==> src/rtl/io_port_endpoint.sv <==
// Device-side endpoint for one Datapath I/O port: an inbound FIFO presented to
// the Datapath as a readable port and an outbound FIFO drained over valid/ready.

module io_port_fifo #(
  parameter int unsigned WORD_WIDTH  = 36,
  parameter int unsigned DEPTH       = 4,
  parameter int unsigned DEPTH_WIDTH = 2,
  parameter string       RAMSTYLE    = "MLAB"
) (
  input  logic                   clock,
  input  logic                   reset_n,
  input  logic                   push,
  input  logic [WORD_WIDTH-1:0]  push_data,
  input  logic                   pop,
  output logic                   empty,
  output logic                   full,
  output logic [WORD_WIDTH-1:0]  head,
  output logic [DEPTH_WIDTH:0]   count
);

  localparam int unsigned PTR_WIDTH = DEPTH_WIDTH + 1;

  logic [PTR_WIDTH-1:0]  wr_ptr;
  logic [PTR_WIDTH-1:0]  rd_ptr;
  logic [PTR_WIDTH-1:0]  wr_ptr_next;
  logic [PTR_WIDTH-1:0]  rd_ptr_next;
  logic                  do_push;
  logic                  do_pop;

  (* ramstyle = RAMSTYLE *) logic [WORD_WIDTH-1:0] mem [DEPTH];

  // Wrap bit in the pointer MSB separates full from empty.
  assign empty = (wr_ptr == rd_ptr);
  assign full  = (wr_ptr[DEPTH_WIDTH-1:0] == rd_ptr[DEPTH_WIDTH-1:0]) &&
                 (wr_ptr[DEPTH_WIDTH] != rd_ptr[DEPTH_WIDTH]);

  // Flags come from pre-edge state, so there is no full- or empty-bypass.
  assign do_push = push & ~full;
  assign do_pop  = pop & ~empty;

  always_comb begin
    wr_ptr_next = wr_ptr;
    rd_ptr_next = rd_ptr;
    if (do_push) wr_ptr_next = wr_ptr + PTR_WIDTH'(1);
    if (do_pop)  rd_ptr_next = rd_ptr + PTR_WIDTH'(1);
  end

  always_ff @(posedge clock) begin
    if (!reset_n) begin
      wr_ptr <= '0;
      rd_ptr <= '0;
      count  <= '0;
    end else begin
      wr_ptr <= wr_ptr_next;
      rd_ptr <= rd_ptr_next;
      count  <= wr_ptr_next - rd_ptr_next;
    end
  end

  // Storage is not reset; the head is masked while empty so outputs stay X-free.
  always_ff @(posedge clock) begin
    if (reset_n && do_push) mem[wr_ptr[DEPTH_WIDTH-1:0]] <= push_data;
  end

  assign head = empty ? '0 : mem[rd_ptr[DEPTH_WIDTH-1:0]];

endmodule

module io_port_endpoint #(
  parameter int unsigned WORD_WIDTH  = 36,
  parameter int unsigned DEPTH       = 4,
  parameter int unsigned DEPTH_WIDTH = 2,
  parameter string       RAMSTYLE    = "MLAB"
) (
  input  logic                   clock,
  input  logic                   reset_n,
  output logic                   io_read_EF,
  output logic [WORD_WIDTH-1:0]  io_read_data,
  input  logic                   io_rden,
  output logic                   io_write_EF,
  input  logic [WORD_WIDTH-1:0]  io_write_data,
  input  logic                   io_wren,
  input  logic                   in_valid,
  output logic                   in_ready,
  input  logic [WORD_WIDTH-1:0]  in_data,
  output logic                   out_valid,
  input  logic                   out_ready,
  output logic [WORD_WIDTH-1:0]  out_data,
  output logic [DEPTH_WIDTH:0]   in_count,
  output logic [DEPTH_WIDTH:0]   out_count,
  output logic                   read_underflow,
  output logic                   write_overflow
);

  logic in_empty;
  logic in_full;
  logic out_empty;
  logic out_full;

  // Producer -> Datapath.
  io_port_fifo #(
    .WORD_WIDTH  (WORD_WIDTH),
    .DEPTH       (DEPTH),
    .DEPTH_WIDTH (DEPTH_WIDTH),
    .RAMSTYLE    (RAMSTYLE)
  ) u_inbound (
    .clock     (clock),
    .reset_n   (reset_n),
    .push      (in_valid),
    .push_data (in_data),
    .pop       (io_rden),
    .empty     (in_empty),
    .full      (in_full),
    .head      (io_read_data),
    .count     (in_count)
  );

  // Datapath -> consumer.
  io_port_fifo #(
    .WORD_WIDTH  (WORD_WIDTH),
    .DEPTH       (DEPTH),
    .DEPTH_WIDTH (DEPTH_WIDTH),
    .RAMSTYLE    (RAMSTYLE)
  ) u_outbound (
    .clock     (clock),
    .reset_n   (reset_n),
    .push      (io_wren),
    .push_data (io_write_data),
    .pop       (out_ready),
    .empty     (out_empty),
    .full      (out_full),
    .head      (out_data),
    .count     (out_count)
  );

  assign io_read_EF  = ~in_empty;
  assign in_ready    = ~in_full;
  assign io_write_EF = out_full;
  assign out_valid   = ~out_empty;

  // Protocol violations latch until reset.
  always_ff @(posedge clock) begin
    if (!reset_n) begin
      read_underflow <= 1'b0;
      write_overflow <= 1'b0;
    end else begin
      if (io_rden && in_empty) read_underflow <= 1'b1;
      if (io_wren && out_full) write_overflow <= 1'b1;
    end
  end

endmodule

==> config.mk <==
export PLATFORM = sky130hd
export DESIGN_NAME = io_port_endpoint
export DESIGN_NICKNAME = d
export VERILOG_FILES = /design/src/rtl/io_port_endpoint.sv
export SDC_FILE = /design/constraint.sdc
export NUM_CORES = 1
export LEC_CHECK = 0
export CAP_MARGIN = 20
export CORE_MARGIN = 2
export CORE_UTILIZATION = 42
export CTS_BUF_LIST = sky130_fd_sc_hd__clkbuf_16
export CTS_CLUSTER_SIZE = 25
export DETAILED_ROUTE_END_ITERATION = 6
export PLACE_DENSITY = 0.7
export SKIP_CTS_REPAIR_TIMING = 1
export SYNTH_ARGS = -nofsm -noshare
export SYNTH_HDL_FRONTEND = slang
export SYNTH_HIERARCHICAL = 1
export SYNTH_SLANG_ARGS = --single-unit
==> constraint.sdc <==
create_clock -name clock -period 3.7 [get_ports clock]
set_input_delay 0.74 -clock clock [delete_from_list [all_inputs] [get_ports clock]]
set_output_delay 0.74 -clock clock [all_outputs]
set_load 0.01 [all_outputs]
# Word level (Yosys, flattened, before mapping)
# Memories as Yosys holds them, arrays and structs flattened. A register that Yosys moved wholly into a read port is not among the register bits.
# Index checks and enable logic that the tools add are counted.
# totals
latchBits,0
regBits,20
input_bits,78
output_inout_bits,84
mem_bits_rw,288
romBits,0
memories,2
elab_cells,48
# classes
n_div,0
mul,0
shifts,0
n_mux,12
addsub,6
eq_ne,6
bitwise,8
n_reduce_logical,6
order_cmp,0
# mem_list
memory,words,width,rd,rd_ports_with_merged_regs,write_ports,line_no,rtl
u_inbound.mem,4,36,1,1,1,30,(* ramstyle = RAMSTYLE *) logic [WORD_WIDTH-1:0] mem [DEPTH];
u_outbound.mem,4,36,1,1,1,30,
# op_table
operator,n
$mux 36,2
$add 3x1->3 const B,4
$mux 3,4
$eq 3x3->1,2
$logic_and 1x1->1,6
$sub 3x3->3,2
$and 1x1->1,4
$eq 2x2->1,2
$mux 1,4
$mux 2,2
$not 1->1,4
$ne 1x1->1,2

# Depth between registers and ports, before layout
# depth
ltp_word,7
depth_mapped,9
mapped_depth_nobuf,9

# Cells and area by module
# Netlist, hierarchy kept.
# by_module_without_submodules
mod,n_inst,cells_each,seq_area_each_um2,area_per_inst_um2
io_port_fifo,2,287,4504.3,5968.2
io_port_endpoint,1,9,40.0,73.8

# Worst setup path before layout
# No wires, ideal clock.
# synth_timing
path_kind,input to register
start,input port in_valid
end,memory u_inbound.mem[3][0] (enable)
setup_slack_ns,0.596
arrival_ns,2.675
n_path_buf,0
cell_stages,3
setup_time_ns,0.429
cell_sequence,o21ai_1 -> or2_2 -> nor2_1
# synth_between
elab_chain_len,4
# synth_rtl
element,line_no,rtl
from (decl),83,"input logic in_valid,"
$and 1x1->1,38,assign do_push = push & ~full;
$logic_and 1x1->1,62,if (reset_n && do_push) mem[wr_ptr[DEPTH_WIDTH-1:0]] <= push_data;
$mux 1,62,
$mux 1 (implied by the code),62,
to (decl),30,
# No other way between the ends.

# Worst setup path after layout
# layout_timing
start,register u_inbound.rd_ptr[0]
end,output port io_read_data[15]
# layout_between
elab_chain_len,2
# layout_rtl
element,line_no,rtl
from (decl),24,logic [PTR_WIDTH-1:0] rd_ptr;
from (signal assigned),55,rd_ptr <= rd_ptr_next;
$eq 3x3->1,33,assign empty = (wr_ptr == rd_ptr);
net in_empty,95,logic in_empty;
$mux 36,65,assign head = empty ? '0 : mem[rd_ptr[DEPTH_WIDTH-1:0]];
to (decl),78,"output logic [WORD_WIDTH-1:0] io_read_data,"
# The timed path passes the listed nets, and every way through them passes these cells.

==> impl_metrics.env <==
export IMPL_status="finished, final reports clean"
export IMPL_wl_mm=23.1
export IMPL_slowest_stage="dfxtp_2"
export IMPL_cts_tree="built"
export IMPL_synth_seq_cells=308
export IMPL_cts_clk_slew_worst_paths_ps=60
export IMPL_drv_cap=0
export IMPL_grt_pass1_vias=6472
export IMPL_die_w_um=173
export IMPL_final_util_pct=54.7
export IMPL_place_ws_ps=680
export IMPL_portBuffers=161
export IMPL_nNetsFinal=862
export IMPL_vias=5999
export IMPL_drv_slew=0
export IMPL_root_buffer="clkbuf_16"
export IMPL_drt_iter0_drc=518
export IMPL_p_per_area_mw_per_mm2=616
export IMPL_total_power_w=0.00940
export IMPL_antenna_cells=0
export IMPL_timing_final_ws_setup_ps=233
export IMPL_hpwl_mm=14.9
export IMPL_core_mm2=0.0279
export IMPL_dr_pass1_iters=5
export IMPL_areaGrowthSynthToFinish_pct=27.1
export IMPL_worstSkewPairLatency_ps=540
export IMPL_clk_path_buf_depth=3
export IMPL_die_area_mm2=0.0300
export IMPL_postRouteAntennaNets=0
export IMPL_maxSlewHeadroom_pct=62.7
export IMPL_final_common_cell="edfxtp_1"
export IMPL_drc_errors=0
export IMPL_die_h_um=173
export IMPL_startpoint_type="register"
export IMPL_worstPathCellList="xnor2_2 > nand2_2 > nor2_4 > buf_4 > nor2b_1 > clkdlybuf4s50_1"
export IMPL_routabilityCongestion=0.757
export IMPL_synth_cells=583
export IMPL_path_class="register to primary output"
export IMPL_finClkSkew_ps=5.73
export IMPL_synth_nets=675
export IMPL_cts_sinks=308
export IMPL_fin_crit_sh_pct=93.7
export IMPL_place_area_mm2=0.0142
export IMPL_routedWlPerCell_um=19.8
export IMPL_vias_per_cell=5.13
export IMPL_htree_levels=1
export IMPL_ys_seq_area_share_pct=75.3
export IMPL_postSynthAreaPerCell_um2=20.6
export IMPL_grt_start_max_net_pins=39
export IMPL_rsz0062_at_grt="false"
export IMPL_antenna_found_initial=0
export IMPL_critical_path_max_stage_delay_ps=610
export IMPL_setup_viol=0
export IMPL_fin_crit_ps=3470
export IMPL_io_pins=162
export IMPL_final_cell_mix="edfxtp_1, clkdlybuf4s50_1, nor2b_1"
export IMPL_grt_pass1_wl_mm=36.3
export IMPL_cp_required_ps=2960
export IMPL_start_util_pct=43.0
export IMPL_path_max_fanout=34
export IMPL_setup_tns_ps=0
export IMPL_rows=61
export IMPL_tightest_slew_ps=559
export IMPL_ir_drop_v=0.000470
export IMPL_leakage_nw=4.91
export IMPL_fill_cells=2127
export IMPL_worstPathArrival_ps=2730
export IMPL_grt_overflow=0
export IMPL_min_delay_path_class="register to register"
export IMPL_ys_warn_count=6
export IMPL_cts_buffers=31
export IMPL_synth_cell_types=29
export IMPL_fmax_mhz=288
export IMPL_grtUsageTotal_pct=15.4
export IMPL_hold_viol_final=0
export IMPL_syn_area_mm2=0.0120
export IMPL_drive_above_1_share_pct=19.4
export IMPL_critPathCaptureType="primary output"
export IMPL_finalInstanceArea_mm2=0.0153
[kinds of logic (layout without fill, tap and decap cells)]
| logic type | Yosys count | after routing | synth area share [%] |
|---|---|---|---|
| DFF | 308 | 308 | 75.3 |
| buffers and inverters | 41 | 250 | 1.55 |
| muxes | 78 | 78 | 14.0 |
| xor gates and xnor gates | 16 | 16 | 1.42 |
| AOI/OAI and AO/OA | 12 | 12 | 0.667 |
| adders and majority gates | 14 | 14 | 1.58 |
| and+or+nand+nor | 114 | 114 | 5.40 |
[where the power goes]
part	internal [W]	switching [W]
registers	0.00396	0.0000970
logic	0.00125	0.00102
clock network	0.00186	0.00121
[registers in the layout (all words and copies together), names as in the netlist]
signal and cells:
read_underflow 1, u_inbound/count 3, u_inbound/mem 144, u_inbound/rd_ptr 3, u_inbound/wr_ptr 3, u_outbound/count 3
u_outbound/mem 144, u_outbound/rd_ptr 3, u_outbound/wr_ptr 3, write_overflow 1
[synth_stat cells]
cell        n  area, um^2
mux4_2     72        1620
and2_1      8        50.1
buf_1       2        7.51
o311a_1     2        20.0
buf_2       8        40.0
nand2_1     6        22.5
mux2i_1     2        20.0
nor2b_1    74         463
edfxtp_1  288        8650
or2_2       2        12.5
buf_4       6        45.0
a21oi_1     2        10.0
nor2_1     20        75.1
o21ai_1     2        10.0
ha_1       12         150
dfxtp_1    20         400
xnor2_1     6        52.6
xnor2_2     4        65.1
nand2_2     2        12.5
mux2_1      2        22.5
inv_1      19        71.3
xor2_1      6        52.6
fa_1        2        40.0
o21ai_0     2        10.0
mux2_2      2        22.5
clkbuf_1    6        22.5
a31oi_1     2        12.5
nor2_2      2        12.5
a211o_1     2        17.5
[area by class of cell]
cell class,instances,area (um^2),share of cell area [%]
Tap cell,378,473,3.10
Clock inverter,24,241,1.58
Sequential cell,308,9050,59.3
Clock buffer,31,776,5.08
Inverter,19,71.3,0.467
Timing Repair Buffer,176,1810,11.9
Multi-Input combinational cell,234,2840,18.6
[per-stage QoR]
stage	hold WS, ps	std cells
after global routing	519	1170
after detailed placement	492	1115
after global placement	478	1115
after floorplan	524	583
after CTS	506	1170
final	492	1170
[critical path: cells and delay by family, from the launching register on]
family                    cells  cell delay, ps
buffers and inverters         2             910
DFF                           1             610
and+or+nand+nor               3             460
xor gates and xnor gates      1             200
[path summary, 6_finish.rpt]
path / startpoint / end / slack [ps] / depth (start not counted)
worst max-delay path: u_inbound/rd_ptr[0]$_SDFF_PN0_ / io_read_data[15] / 230 / 6
worst min-delay path: write_overflow$_SDFFE_PN0P_ / write_overflow$_SDFFE_PN0P_ / 490 / 2
worst max register to register: u_outbound/rd_ptr[0]$_SDFF_PN0_ / u_outbound/count[2]$_SDFF_PN0_ / 880 / 9
worst min register to register: write_overflow$_SDFFE_PN0P_ / write_overflow$_SDFFE_PN0P_ / 490 / 2
[layer usage]
layer / up-vias / share of wire [%] / GRT usage (%) / routed length [um]
met5: - / 0 / 0 / 0
met4: 0 / 1.7 / 3.53 / 393
met3: 33 / 7.4 / 3.78 / 1710
met2: 238 / 50 / 26.2 / 11600
met1: 3064 / 41 / 20.0 / 9450
li1: 2664 / - / - / -
Power figures use the tool's default switching activity.
